--- config.mk ---
export PLATFORM = sky130hd
export DESIGN_NAME = e203_expl_axi_sram
export DESIGN_NICKNAME = d
export VERILOG_FILES = /design/src/rtl/e203_expl_axi_sram_pkg.sv /design/src/rtl/e203_expl_axi_addr_gen.sv /design/src/rtl/e203_expl_axi_sram.sv
export SDC_FILE = /design/constraint.sdc
export NUM_CORES = 1
export LEC_CHECK = 0
export ABC_AREA = 1
export BUFFER_PORTS_ARGS = -buffer_cell sky130_fd_sc_hd__buf_2
export CORE_MARGIN = 10
export CORE_UTILIZATION = 30
export DETAILED_ROUTE_END_ITERATION = 10
export PLACE_DENSITY = 0.67
export SLEW_MARGIN = 30
export SYNTH_ARGS = -nofsm -noshare
export SYNTH_HDL_FRONTEND = slang
export SYNTH_SLANG_ARGS = --single-unit
export TNS_END_PERCENT = 100
--- constraint.sdc ---
create_clock -name clk -period 3.8 [get_ports clk]
set_clock_uncertainty 0.2 [all_clocks]
set_input_delay 0.38 -clock clk [delete_from_list [all_inputs] [get_ports clk]]
set_output_delay 0.38 -clock clk [all_outputs]
set_load 0.02 [all_outputs]
--- src/rtl/e203_expl_axi_sram_pkg.sv ---
// Shared encodings for the exported-AXI scratch SRAM slave:
// burst types, response codes and controller states.
package e203_expl_axi_sram_pkg;

    localparam int E203_ADDR_SIZE = 32;
    localparam int E203_XLEN      = 32;

    typedef enum logic [1:0] {
        BURST_FIXED = 2'b00,
        BURST_INCR  = 2'b01,
        BURST_WRAP  = 2'b10,
        BURST_RSVD  = 2'b11
    } burst_e;

    localparam logic [1:0] RESP_OKAY   = 2'b00;
    localparam logic [1:0] RESP_SLVERR = 2'b10;

    typedef enum logic [2:0] {
        ST_IDLE,
        ST_RD_REQ,
        ST_RD_RESP,
        ST_WR_DATA,
        ST_WR_RESP
    } state_e;

    function automatic logic is_wrap_len(input logic [3:0] len);
        return (len == 4'd1) || (len == 4'd3) ||
               (len == 4'd7) || (len == 4'd15);
    endfunction

endpackage

--- src/rtl/e203_expl_axi_addr_gen.sv ---
// Beat address generator: next address for FIXED/INCR/WRAP bursts,
// SRAM word index of the current beat and its window range check.
module e203_expl_axi_addr_gen
    import e203_expl_axi_sram_pkg::*;
#(
    parameter int          DEPTH = 4096,
    parameter logic [31:0] BASE  = 32'h0,
    localparam int         SAW   = $clog2(DEPTH)
) (
    input  logic [31:0]    addr_i,
    input  logic [1:0]     burst_i,
    input  logic [3:0]     len_i,
    output logic [31:0]    next_addr_o,
    output logic [SAW-1:0] word_addr_o,
    output logic           oor_o
);

    localparam logic [31:0] WIN = 32'(DEPTH) << 2;

    logic [31:0] off;
    logic [31:0] incr_off;
    logic [31:0] wrap_bytes;
    logic [31:0] wrap_mask;
    logic        is_fixed;
    logic        is_wrap;

    always_comb begin
        off         = addr_i - BASE;
        oor_o       = off >= WIN;
        word_addr_o = off[SAW+1:2];
        // INCR wraps within the window rather than leaving it
        incr_off    = (off + 32'd4) & (WIN - 32'd1);
        wrap_bytes  = {25'd0, {1'b0, len_i} + 5'd1, 2'b00};
        wrap_mask   = wrap_bytes - 32'd1;
        is_fixed    = burst_i == BURST_FIXED;
        is_wrap     = (burst_i == BURST_WRAP) && is_wrap_len(len_i);
        next_addr_o = BASE + incr_off;
        unique case (1'b1)
            is_fixed: next_addr_o = addr_i;
            is_wrap:  next_addr_o = (addr_i & ~wrap_mask) |
                                    ((addr_i + 32'd4) & wrap_mask);
            default:  next_addr_o = BASE + incr_off;
        endcase
    end

endmodule

--- src/rtl/e203_expl_axi_sram.sv ---
// AXI3-style slave terminating expl_axi_* onto one single-port SRAM;
// serialises read and write bursts, one transaction in flight.
module e203_expl_axi_sram
    import e203_expl_axi_sram_pkg::*;
#(
    parameter int          DEPTH = 4096,
    parameter logic [31:0] BASE  = 32'h0,
    localparam int         SAW   = $clog2(DEPTH),
    localparam int         AW    = E203_ADDR_SIZE,
    localparam int         XL    = E203_XLEN
) (
    input  logic            clk,
    input  logic            rst_n,
    input  logic            expl_axi_arvalid_i,
    output logic            expl_axi_arready_o,
    input  logic [AW-1:0]   expl_axi_araddr_i,
    input  logic [3:0]      expl_axi_arcache_i,
    input  logic [2:0]      expl_axi_arprot_i,
    input  logic [1:0]      expl_axi_arlock_i,
    input  logic [1:0]      expl_axi_arburst_i,
    input  logic [3:0]      expl_axi_arlen_i,
    input  logic [2:0]      expl_axi_arsize_i,
    input  logic            expl_axi_awvalid_i,
    output logic            expl_axi_awready_o,
    input  logic [AW-1:0]   expl_axi_awaddr_i,
    input  logic [3:0]      expl_axi_awcache_i,
    input  logic [2:0]      expl_axi_awprot_i,
    input  logic [1:0]      expl_axi_awlock_i,
    input  logic [1:0]      expl_axi_awburst_i,
    input  logic [3:0]      expl_axi_awlen_i,
    input  logic [2:0]      expl_axi_awsize_i,
    output logic            expl_axi_rvalid_o,
    input  logic            expl_axi_rready_i,
    output logic [XL-1:0]   expl_axi_rdata_o,
    output logic [1:0]      expl_axi_rresp_o,
    output logic            expl_axi_rlast_o,
    input  logic            expl_axi_wvalid_i,
    output logic            expl_axi_wready_o,
    input  logic [XL-1:0]   expl_axi_wdata_i,
    input  logic [XL/8-1:0] expl_axi_wstrb_i,
    input  logic            expl_axi_wlast_i,
    output logic            expl_axi_bvalid_o,
    input  logic            expl_axi_bready_i,
    output logic [1:0]      expl_axi_bresp_o,
    output logic            sram_cs_o,
    output logic            sram_we_o,
    output logic [SAW-1:0]  sram_addr_o,
    output logic [31:0]     sram_wdata_o,
    output logic [3:0]      sram_wem_o,
    input  logic [31:0]     sram_rdata_i
);

    state_e      state_q, state_d;
    logic [31:0] addr_q, addr_d;
    logic [3:0]  len_q, len_d;
    logic [1:0]  burst_q, burst_d;
    logic [3:0]  cnt_q, cnt_d;
    logic        err_q, err_d;
    logic        prio_q, prio_d;

    logic [31:0] next_addr;
    logic        oor;
    logic        last;
    logic        unused_ok;

    assign unused_ok = ^{expl_axi_arcache_i, expl_axi_arprot_i,
                         expl_axi_arlock_i, expl_axi_arsize_i,
                         expl_axi_awcache_i, expl_axi_awprot_i,
                         expl_axi_awlock_i, expl_axi_awsize_i};

    e203_expl_axi_addr_gen #(
        .DEPTH (DEPTH),
        .BASE  (BASE)
    ) u_addr_gen (
        .addr_i      (addr_q),
        .burst_i     (burst_q),
        .len_i       (len_q),
        .next_addr_o (next_addr),
        .word_addr_o (sram_addr_o),
        .oor_o       (oor)
    );

    assign last = cnt_q == len_q;

    always_ff @(posedge clk or negedge rst_n) begin
        if (!rst_n) begin
            state_q <= ST_IDLE;
            addr_q  <= '0;
            len_q   <= '0;
            burst_q <= '0;
            cnt_q   <= '0;
            err_q   <= 1'b0;
            prio_q  <= 1'b1;
        end else begin
            state_q <= state_d;
            addr_q  <= addr_d;
            len_q   <= len_d;
            burst_q <= burst_d;
            cnt_q   <= cnt_d;
            err_q   <= err_d;
            prio_q  <= prio_d;
        end
    end

    always_comb begin
        state_d            = state_q;
        addr_d             = addr_q;
        len_d              = len_q;
        burst_d            = burst_q;
        cnt_d              = cnt_q;
        err_d              = err_q;
        prio_d             = prio_q;
        expl_axi_arready_o = 1'b0;
        expl_axi_awready_o = 1'b0;
        expl_axi_rvalid_o  = 1'b0;
        expl_axi_rdata_o   = '0;
        expl_axi_rresp_o   = RESP_OKAY;
        expl_axi_rlast_o   = 1'b0;
        expl_axi_wready_o  = 1'b0;
        expl_axi_bvalid_o  = 1'b0;
        expl_axi_bresp_o   = RESP_OKAY;
        sram_cs_o          = 1'b0;
        sram_we_o          = 1'b0;
        sram_wdata_o       = '0;
        sram_wem_o         = '0;
        unique case (state_q)
            ST_IDLE: begin
                expl_axi_arready_o = !expl_axi_awvalid_i | prio_q;
                expl_axi_awready_o = !expl_axi_arvalid_i | !prio_q;
                if (expl_axi_arvalid_i && expl_axi_arready_o) begin
                    addr_d  = expl_axi_araddr_i;
                    len_d   = expl_axi_arlen_i;
                    burst_d = expl_axi_arburst_i;
                    cnt_d   = '0;
                    err_d   = expl_axi_arburst_i == BURST_RSVD;
                    prio_d  = 1'b0;
                    state_d = ST_RD_REQ;
                end else if (expl_axi_awvalid_i && expl_axi_awready_o) begin
                    addr_d  = expl_axi_awaddr_i;
                    len_d   = expl_axi_awlen_i;
                    burst_d = expl_axi_awburst_i;
                    cnt_d   = '0;
                    err_d   = expl_axi_awburst_i == BURST_RSVD;
                    prio_d  = 1'b1;
                    state_d = ST_WR_DATA;
                end
            end
            ST_RD_REQ: begin
                // range error is sticky for the rest of the burst
                sram_cs_o = !oor;
                err_d     = err_q | oor;
                state_d   = ST_RD_RESP;
            end
            ST_RD_RESP: begin
                expl_axi_rvalid_o = 1'b1;
                expl_axi_rdata_o  = err_q ? '0 : sram_rdata_i;
                expl_axi_rresp_o  = err_q ? RESP_SLVERR : RESP_OKAY;
                expl_axi_rlast_o  = last;
                if (expl_axi_rready_i) begin
                    if (last) begin
                        state_d = ST_IDLE;
                    end else begin
                        cnt_d   = cnt_q + 4'd1;
                        addr_d  = next_addr;
                        state_d = ST_RD_REQ;
                    end
                end
            end
            ST_WR_DATA: begin
                expl_axi_wready_o = 1'b1;
                if (expl_axi_wvalid_i) begin
                    sram_cs_o    = !oor;
                    sram_we_o    = !oor;
                    sram_wdata_o = expl_axi_wdata_i;
                    sram_wem_o   = expl_axi_wstrb_i;
                    err_d = err_q | oor | (expl_axi_wlast_i != last);
                    if (last) begin
                        state_d = ST_WR_RESP;
                    end else begin
                        cnt_d  = cnt_q + 4'd1;
                        addr_d = next_addr;
                    end
                end
            end
            ST_WR_RESP: begin
                expl_axi_bvalid_o = 1'b1;
                expl_axi_bresp_o  = err_q ? RESP_SLVERR : RESP_OKAY;
                if (expl_axi_bready_i) begin
                    state_d = ST_IDLE;
                end
            end
            default: state_d = ST_IDLE;
        endcase
    end

endmodule

==> results.cfg, run 1 <==
[status]
outcome = finished clean

[yosys]
synth_mux_area_share_pct = 0
synth-edff-count = 0
yosys_warnings = 0
synth_fa_ha_area_share_pct = 1.35
synthSimpleGateAreaFrac_pct = 46.4
synth_common_cells = 244 x nand2_1, 152 x nor2_1, 59 x inv_1, 59 x nand3_1, 45 x o21ai_0
synth_compound_area_share_pct = 13.0
synth_cell_types = 38
synth_top_family_by_area = simple AND/OR/NAND/NOR gates
yosysSeqAreaShare_pct = 24.4
yosys.area.top_type_share_pct = 23.8
synth_area_leaders = dfrtp_1 24%, nand2_1 20%, nor2_1 12%
synth.largest_area_cell = dfrtp_1
synthCells = 796
synth_flop_cell = dfrtp_1
synth-async-reset-ratio_pct = 100
synth_seq_cells = 45
synth.most_common_cell = nand2_1
synth_area_per_cell_um2 = 5.81
syn_area_um2 = 4630
synth-xor-area-share_pct = 2.65

[clock_network]
worst_skew_pair.late_latency_ps = 290
post-cts-setup-buffers = 0
cts_tree = yes
clk_pin_slew_worst_paths_ps = 70
cts.sinks = 45
htreeDepth = 2
cts_buffers = 5
cts-root-buf = clkbuf_16
clk_path_buf_depth = 2

[final_layout]
regArea_um2 = 1130
drive_gt1_share_pct = 29.0
multi_input_area_um2 = 2940
nNetsFinal = 1176
final_area_um2 = 5970
area_delta_synth_final_pct = 29.1
diodes = 0
fillCellCount = 1702

[floorplanning]
core-area_um2 = 15100
die_height_um = 144
die_x_um = 144
start_util_pct = 30.5
dieArea_um2 = 20800
io_pins = 268
rows = 45

[critical_path]
critPathMaxFanout = 36
r2r-end = addr_q[28]
critPathKind = reg -> out
ff2ff_path_depth = 10
worst_setup_path_start_kind = flip-flop
slowest_delay_ps = 400
r2r_setup_slack_ps = 1080
cp_cell_sequence = inv_2 > nand2_4 > inv_4 > nand2_4 > nor2_1 > buf_2
worstPathArrival_ps = 2190
cpLargestDelayFamily = simple AND/OR/NAND/NOR gates
cp_common_cell = nand2_4
cp.depth = 6
path_buf_inv = 3
cp_slowest_cell = dfrtp_1
required_ps = 3220
r2r-start = state_q[2]
critPathCaptureType = primary output

[drt]
wl_per_cell_um = 14.8
vias = 5598
totalWireLength_um = 17600
first_iter_violations = 237
antenna_left = 0
vias_per_cell = 4.73
drc = 0
drt-pass1-iter-count = 5

[grt]
grt_use_met3_pct = 4.89
gr-total-overflow = 0
antenna_found_initial = 0
grt_util_all_layers_pct = 16.0
top_usage_layer = met2
grt_pass1_vias = 5502
met1_usage_pct = 18.4
met2_usage_pct = 29.0
grt_max_degree = 39
grt_pass1_wl_um = 27400

[placement]
place_area_um2 = 5780
port_buffers = 237
dpl.hpwl_um = 14100
gp_congestion = 0.863

[power]
peakVddDrop_uv = 342
p_per_area_nw_per_um2 = 701
leakage_nw = 3.16

[sta]
setup_viol = 0
finalCritPeriodShare_pct = 73.0
hold_viol = 0
fin_tns_setup_ps = 0
rsz0062_at_grt = no
finalCriticalPeriod_ps = 2770
max_freq_mhz = 360
drv_slew = 0
max_slew_margin_pct = 57.9
tightestPinTransition_ps = 630

[hold_path]
whs_endpoint = len_q[0]
worstHoldStart = expl_axi_arlen_i[0]
min_path_cells = 3
min_path_type = in -> reg

[job]
drv_cap = 0
## layout make-up
cell class / instances / area share [%]
Clock buffer: 6 / 2.33
Timing Repair Buffer: 244 / 20.8
Sequential cell: 45 / 18.9
Multi-Input combinational cell: 633 / 49.2
Inverter: 66 / 4.19
Tap cell: 188 / 3.94
Clock inverter: 2 / 0.629
## report_power, final
group | internal (W) | total (W) | switching, W | leakage [nW]
registers | 0.000728 | 0.00103 | 0.000306 | 0.546
logic | 0.000872 | 0.00262 | 0.00175 | 2.53
clock network | 0.000329 | 0.000530 | 0.000201 | 0.0831
## stage by stage
step / std cells / setup slack [ps] / power (W) / hold WS (ps) / utilization, %
3_3_place_gp: 1175 / 1090 / 0.00363 / 156 / 38.2
3_5_place_dp: 1175 / 1060 / 0.00368 / 159 / 38.2
2_1_floorplan: 797 / 1700 / 0.00312 / -116 / -
5_1_grt: 1184 / 780 / 0.00460 / 183 / 39.4
6_report: 1184 / 1030 / 0.00418 / 154 / 39.4
4_1_cts: 1184 / 872 / 0.00421 / 158 / 39.4
## kinds of logic (layout without fill, tap and decap cells)
group,Yosys count,after routing
AND/OR/NAND/NOR,506,506
flip-flops,45,45
other,1,2
adder cells (fa/ha/maj),5,5
XOR/XNOR,14,14
buffers and inverters,119,318
AO/OA/AOI/OAI,106,106
## worst reg2reg max path, delay by kind of cell, from the launching register on
family	cells	cell delay (ps)
AOI/OAI and AO/OA	1	140
buffers and inverters	3	830
DFF	1	400
and+or+nand+nor	6	1030
## worst max-delay path by stage
stage / startpoint / end / slack [ps]
floorplan: state_q[2] / sram_we_o / 1700
global placement: state_q[2] / addr_q[28] / 1090
detailed placement: state_q[2] / addr_q[25] / 1060
CTS: state_q[2] / sram_we_o / 870
global route: state_q[2] / addr_q[26] / 780
finish: state_q[2] / expl_axi_rlast_o / 1030
## cells in the final DEF (no fill, tap or decap), types with 3 or more instances in the layout
cell type  instances
clkbuf_16          5
inv_1             57
o21ai_2            3
nor2_2             7
nor3_1            11
nor2_1           152
a21boi_1          13
nor2_4             4
a21oi_1           25
buf_4              6
ha_1               5
inv_2              8
xor2_1            10
nand2_2            4
o22ai_1            4
o21ai_1            9
nand2_1          244
nand4_1           16
o21ai_0           45
nand3_1           59
buf_2            237
dfrtp_1           44
or2_2              4
xnor2_1            4
## what timing repair did
action | 4_1_cts | 5_1_grt
endpoints found under the hold margin | 18 | 0
hold buffers | 1 | 0
resized for setup | 0 | 0
## routing by layer
layer / up-vias / share of wire, % / wire, µm
li1: 2900 / - / -
met1: 2507 / 41 / 7250
met2: 180 / 50 / 8800
met3: 11 / 7.6 / 1330
met4: 0 / 1.1 / 196
met5: - / 0 / 0
Power figures use the tool's default switching activity.
==> run 2, diff against run 1 <==
ABC_AREA = 0   (was 1)
PLACE_DENSITY = 0.7   (was 0.67)
clock period = 2.23 ns   (was 3.8 ns; I/O delays follow)
==> results.cfg, run 2 <==
[final_layout]
layout_common_cells = 189 x buf_2, 84 x buf_4, 55 x and2_1
multi_input_area_um2 = 3130
final_area_um2 = 6960
final_util_pct = 48.1
nNetsFinal = 1036
drive_gt1_share_pct = 46.5
regArea_um2 = 1130
finalNonFillerCells = 1041
final_common_cell = buf_2
area_delta_synth_final_pct = 57.9
fillCellCount = 1415

[yosys]
synth-edff-count = 0
synth.most_common_cell = and2_1
synth-xor-area-share_pct = 1.79
yosysSeqAreaShare_pct = 25.6
synth-async-reset-ratio_pct = 100
synth_compound_area_share_pct = 25.6
synth_mux_area_share_pct = 5.13
synth_cell_types = 64
synth_area_per_cell_um2 = 7.64
synth_fa_ha_area_share_pct = 1.42
synthCells = 577
synth_area_leaders = dfrtp_1 25%, and2_1 10%, o21ai_0 5.2%
synth_top_family_by_area = simple AND/OR/NAND/NOR gates
yosys_warnings = 0
synth.largest_area_cell = dfrtp_1
synthSimpleGateAreaFrac_pct = 32.0
synth_common_cells = 73 x and2_1, 46 x o21ai_0, 44 x dfrtp_1
synth_seq_cells = 45
synth_flop_cell = dfrtp_1
syn_area_um2 = 4410
yosys.area.top_type_share_pct = 25.0

[power]
finalPower_w = 0.00840
peakVddDrop_uv = 813
leakage_nw = 3.38
p_per_area_nw_per_um2 = 1210

[placement]
dp_cells = 1014
place_area_um2 = 6110
gp_congestion = 0.916
port_buffers = 237
dpl.hpwl_um = 16900

[status]
outcome = complete, but fails checks
violations = negative setup slack

[sta]
timing.final.ws_setup_ps = -139
rsz0062_at_grt = yes
max_slew_margin_pct = 57.4
max_freq_mhz = 422
setup_viol = 14
tightestPinTransition_ps = 638
finalCritPeriodShare_pct = 106
fin_tns_setup_ps = -695
hold_viol = 0
drv_slew = 0
finalCriticalPeriod_ps = 2370

[floorplanning]
die_x_um = 141
start_util_pct = 30.5
io_pins = 268
dieArea_um2 = 20000
core-area_um2 = 14500
die_height_um = 141
rows = 44

[drt]
vias = 5525
drc = 0
wl_per_cell_um = 20.2
totalWireLength_um = 21100
antenna_left = 0
drt-pass1-iter-count = 5
first_iter_violations = 371
vias_per_cell = 5.31

[critical_path]
slowest_delay_ps = 580
cp_cell_sequence = or4_1 > nor2_2 > nand4_1 > nor2_1 > buf_4
critPathCaptureType = primary output
worst_setup_path_start_kind = flip-flop
cp-startpoint = addr_q[27]
cpLargestDelayFamily = simple AND/OR/NAND/NOR gates
path_buf_inv = 1
required_ps = 1810
critPathKind = reg -> out
cp_slowest_cell = or4_1
r2r-start = len_q[0]
worstPathArrival_ps = 1950
critPathMaxFanout = 2

[hold_path]
min_path_type = in -> reg
worstHoldStart = expl_axi_arlen_i[3]

[clock_network]
clk_pin_slew_worst_paths_ps = 70
cts-root-buf = clkbuf_16
clk_path_buf_depth = 2
cts.sinks = 45
htreeDepth = 2
worst_skew_pair.late_latency_ps = 290
cts_tree = yes
cts_buffers = 5

[grt]
grt_max_degree = 46
grt_util_all_layers_pct = 19.2
grt_pass1_wl_um = 30500
grt_pass1_vias = 5394
antenna_found_initial = 0
gr-total-overflow = 0

[job]
drv_cap = 0
==> run 2: cell count changes after synthesis, moves of 17 or more <==
cell     delta
nand2_1   -203
nor2_1    -126
and2_1     +73
inv_1      -43
nand3_1    -31
mux2i_1    +17
==> run 2: cells by family after synthesis <==
kind of cell               after synthesis
buffers and inverters                   74
other                                    1
muxes                                   22
and+or+nand+nor                        252
DFF                                     45
AOI/OAI and AO/OA                      169
xor gates and xnor gates                 9
adders and majority gates                5
==> run 2: per-layer routing <==
layer,part of all wire [%],global-route usage (%)
met1,37,20.7
met2,50,34.3
met3,9.6,6.58
met4,2.8,5.87
met5,0,0
==> run 2: repair_timing <==
item,in CTS,in global routing
endpoints found under the hold margin,44,0
setup endpoints to repair,19,90
buffers inserted,4,9
hold buffers,1,0
gates cloned,1,4
pin swaps,6,39
resized for setup,40,131
==> run 2: layout make-up <==
type                    count  area share [%]
multi-input cells         459            45.0
repair buffers            328            32.6
flip-flops and latches     45            16.2
well taps                 184            3.31
clock buffers               5            1.80
inverters                  16           0.862
clock inverters             3           0.252
diodes                      1          0.0359
==> run 2: tightest hold or removal path: stages <==
cell	delay, ps
buf_2	70
mux2i_1	50
o21ai_0	130
==> run 2: final timing paths <==
kind | endpoint | slack (ps) | depth (start not counted)
worst min register to register | burst_q[0] | 320 | 2
max in group asynchronous | state_q[1] | 980 | 3
worst max register to register | addr_q[27] | -120 | 8
min in group asynchronous | async pin | 360 | 3
worst min-delay path | len_q[3] | 10 | 3
worst max-delay path | sram_cs_o | -140 | 5
==> run 2: per-stage QoR <==
| step | setup WS, ps | hold WS, ps |
|---|---|---|
| global placement | -17.7 | 160 |
| global route | -213 | 55.6 |
| detailed placement | -55.8 | 156 |
| CTS | -197 | 20.3 |
| floorplan | -17.4 | -273 |
| finish | -139 | 14.4 |
==> run 2: power breakdown <==
group          switching, W  internal (W)  total (W)
combinational       0.00330       0.00274    0.00604
clock              0.000334      0.000412   0.000745
sequential         0.000422       0.00120    0.00162
total               0.00406       0.00435    0.00840
==> run 3, diff against run 2 <==
CORE_MARGIN = 2   (was 10)
PLACE_DENSITY = 0.69   (was 0.7)
SYNTH_HIERARCHICAL = 1   (was unset)
==> results.cfg, run 3 <==
[sta]
finalCriticalPeriod_ps = 2570
finalCritPeriodShare_pct = 115
hold_viol = 0
timing.final.ws_setup_ps = -340
drv_slew = 0
tightestPinTransition_ps = 560
rsz0062_at_grt = yes
max_freq_mhz = 389
setup_viol = 32
max_slew_margin_pct = 62.6
fin_tns_setup_ps = -5230
whs_ps = 24.1

[grt]
gr-total-overflow = 0
grt_util_all_layers_pct = 22.1
grt_pass1_wl_um = 29000
antenna_found_initial = 1
grt_pass1_vias = 5514
grt_max_degree = 62

[drt]
vias = 5690
antenna_left = 0
wl_per_cell_um = 17.2
first_iter_violations = 223
totalWireLength_um = 19200
drc = 0
drt-pass1-iter-count = 5
vias_per_cell = 5.11

[power]
peakVddDrop_uv = 702
finalPower_w = 0.0104
leakage_nw = 3.76
p_per_area_nw_per_um2 = 1360

[clock_network]
clk_path_buf_depth = 2
cts-root-buf = clkbuf_16
htreeDepth = 2
cts_buffers = 5
cts.sinks = 45
clk_pin_slew_worst_paths_ps = 70
cts_tree = yes
worst_skew_pair.late_latency_ps = 300

[critical_path]
worstPathArrival_ps = 2150
r2r_setup_slack_ps = -320
path_buf_inv = 1
slowest_delay_ps = 550
critPathCaptureType = primary output
cpLargestDelayFamily = simple AND/OR/NAND/NOR gates
cp-startpoint = addr_q[16]
cp_cell_sequence = or4_1 > or4_4 > nor4_4 > buf_4
ff2ff_path_depth = 10
cp_slowest_cell = or4_4
critPathKind = reg -> out
required_ps = 1810
r2r-end = addr_q[16]
worst_setup_path_start_kind = flip-flop
critPathMaxFanout = 3
r2r-start = len_q[0]

[hold_path]
whs_endpoint = len_q[2]
min_path_type = in -> reg
worstHoldStart = expl_axi_arlen_i[2]
min_path_cells = 3

[floorplanning]
die_x_um = 129
die_height_um = 129
rows = 45
dieArea_um2 = 16700
start_util_pct = 30.9
io_pins = 268
core-area_um2 = 15300

[final_layout]
layout_common_cells = 217 x buf_2, 98 x buf_4, 64 x and2_1
fillCellCount = 1474
final_util_pct = 50.2
top_regs = addr_q x30, cnt_q x4, len_q x4
regMostFlops = addr_q
finalNonFillerCells = 1113
area_delta_synth_final_pct = 62.4
regArea_um2 = 1130
diodes = 0
largest_reg_flops = 30
nNetsFinal = 1082
multi_input_area_um2 = 3620
drive_gt1_share_pct = 53.4
final_common_cell = buf_2

[job]
drv_cap = 0

[placement]
gp_congestion = 0.889
dp_cells = 1073
port_buffers = 237
dpl.hpwl_um = 14300

[yosys]
synthCells = 592
synth_area_per_cell_um2 = 7.97
syn_area_um2 = 4720
yosys_warnings = 6

[status]
outcome = complete, but fails checks
violations = negative setup slack
-- run 3: worst max-delay path by stage --
stage               cells past startpoint    endpoint  slack [ps]
finish                                  4   sram_cs_o        -340
global route                           10   addr_q[5]        -380
CTS                                     6   sram_cs_o        -300
detailed placement                     10  addr_q[13]        -400
global placement                       10  addr_q[13]        -410
floorplan                              10  addr_q[28]        -210
-- run 3: cell type report --
class                           count  share of cell area (%)
Sequential cell                    45                    14.8
Clock buffer                        8                    1.91
Multi-Input combinational cell    472                    47.2
Timing Repair Buffer              365                    32.1
Inverter                           12                   0.588
Tap cell                          211                    3.44
-- run 3: routing by layer --
| layer | global-route usage (%) | share of wire, % |
|---|---|---|
| met4 | 4.87 | 1.6 |
| met1 | 26.6 | 40 |
| met5 | 0 | 0.068 |
| met2 | 40.3 | 51 |
| met3 | 4.83 | 7.0 |
-- run 3: worst min-delay path: stages --
cell and delay (ps):
buf_2 70, mux2i_1 60, o21ai_0 130
-- run 3: what timing repair did --
action                                 in CTS  in global routing
setup endpoints to repair                 102                102
hold buffers                                2                  0
resized for setup                         114                 25
cloned                                      3                  0
setup buffers                              22                  7
endpoints found under the hold margin      20                  0
pin swaps                                  58                 38
-- run 3: stage by stage --
stage	setup WS [ps]	cell area [µm²]
6_report	-340	7660
2_1_floorplan	-205	4840
3_3_place_gp	-409	6740
4_1_cts	-298	7510
5_1_grt	-381	7660
3_5_place_dp	-400	6740
-- run 3: power by group --
group	switching (W)	total, W	internal (W)	leakage (nW)
sequential	0.000433	0.00170	0.00127	0.527
clock	0.000335	0.000783	0.000448	0.0712
combinational	0.00391	0.00795	0.00403	3.17
total	0.00468	0.0104	0.00575	3.76
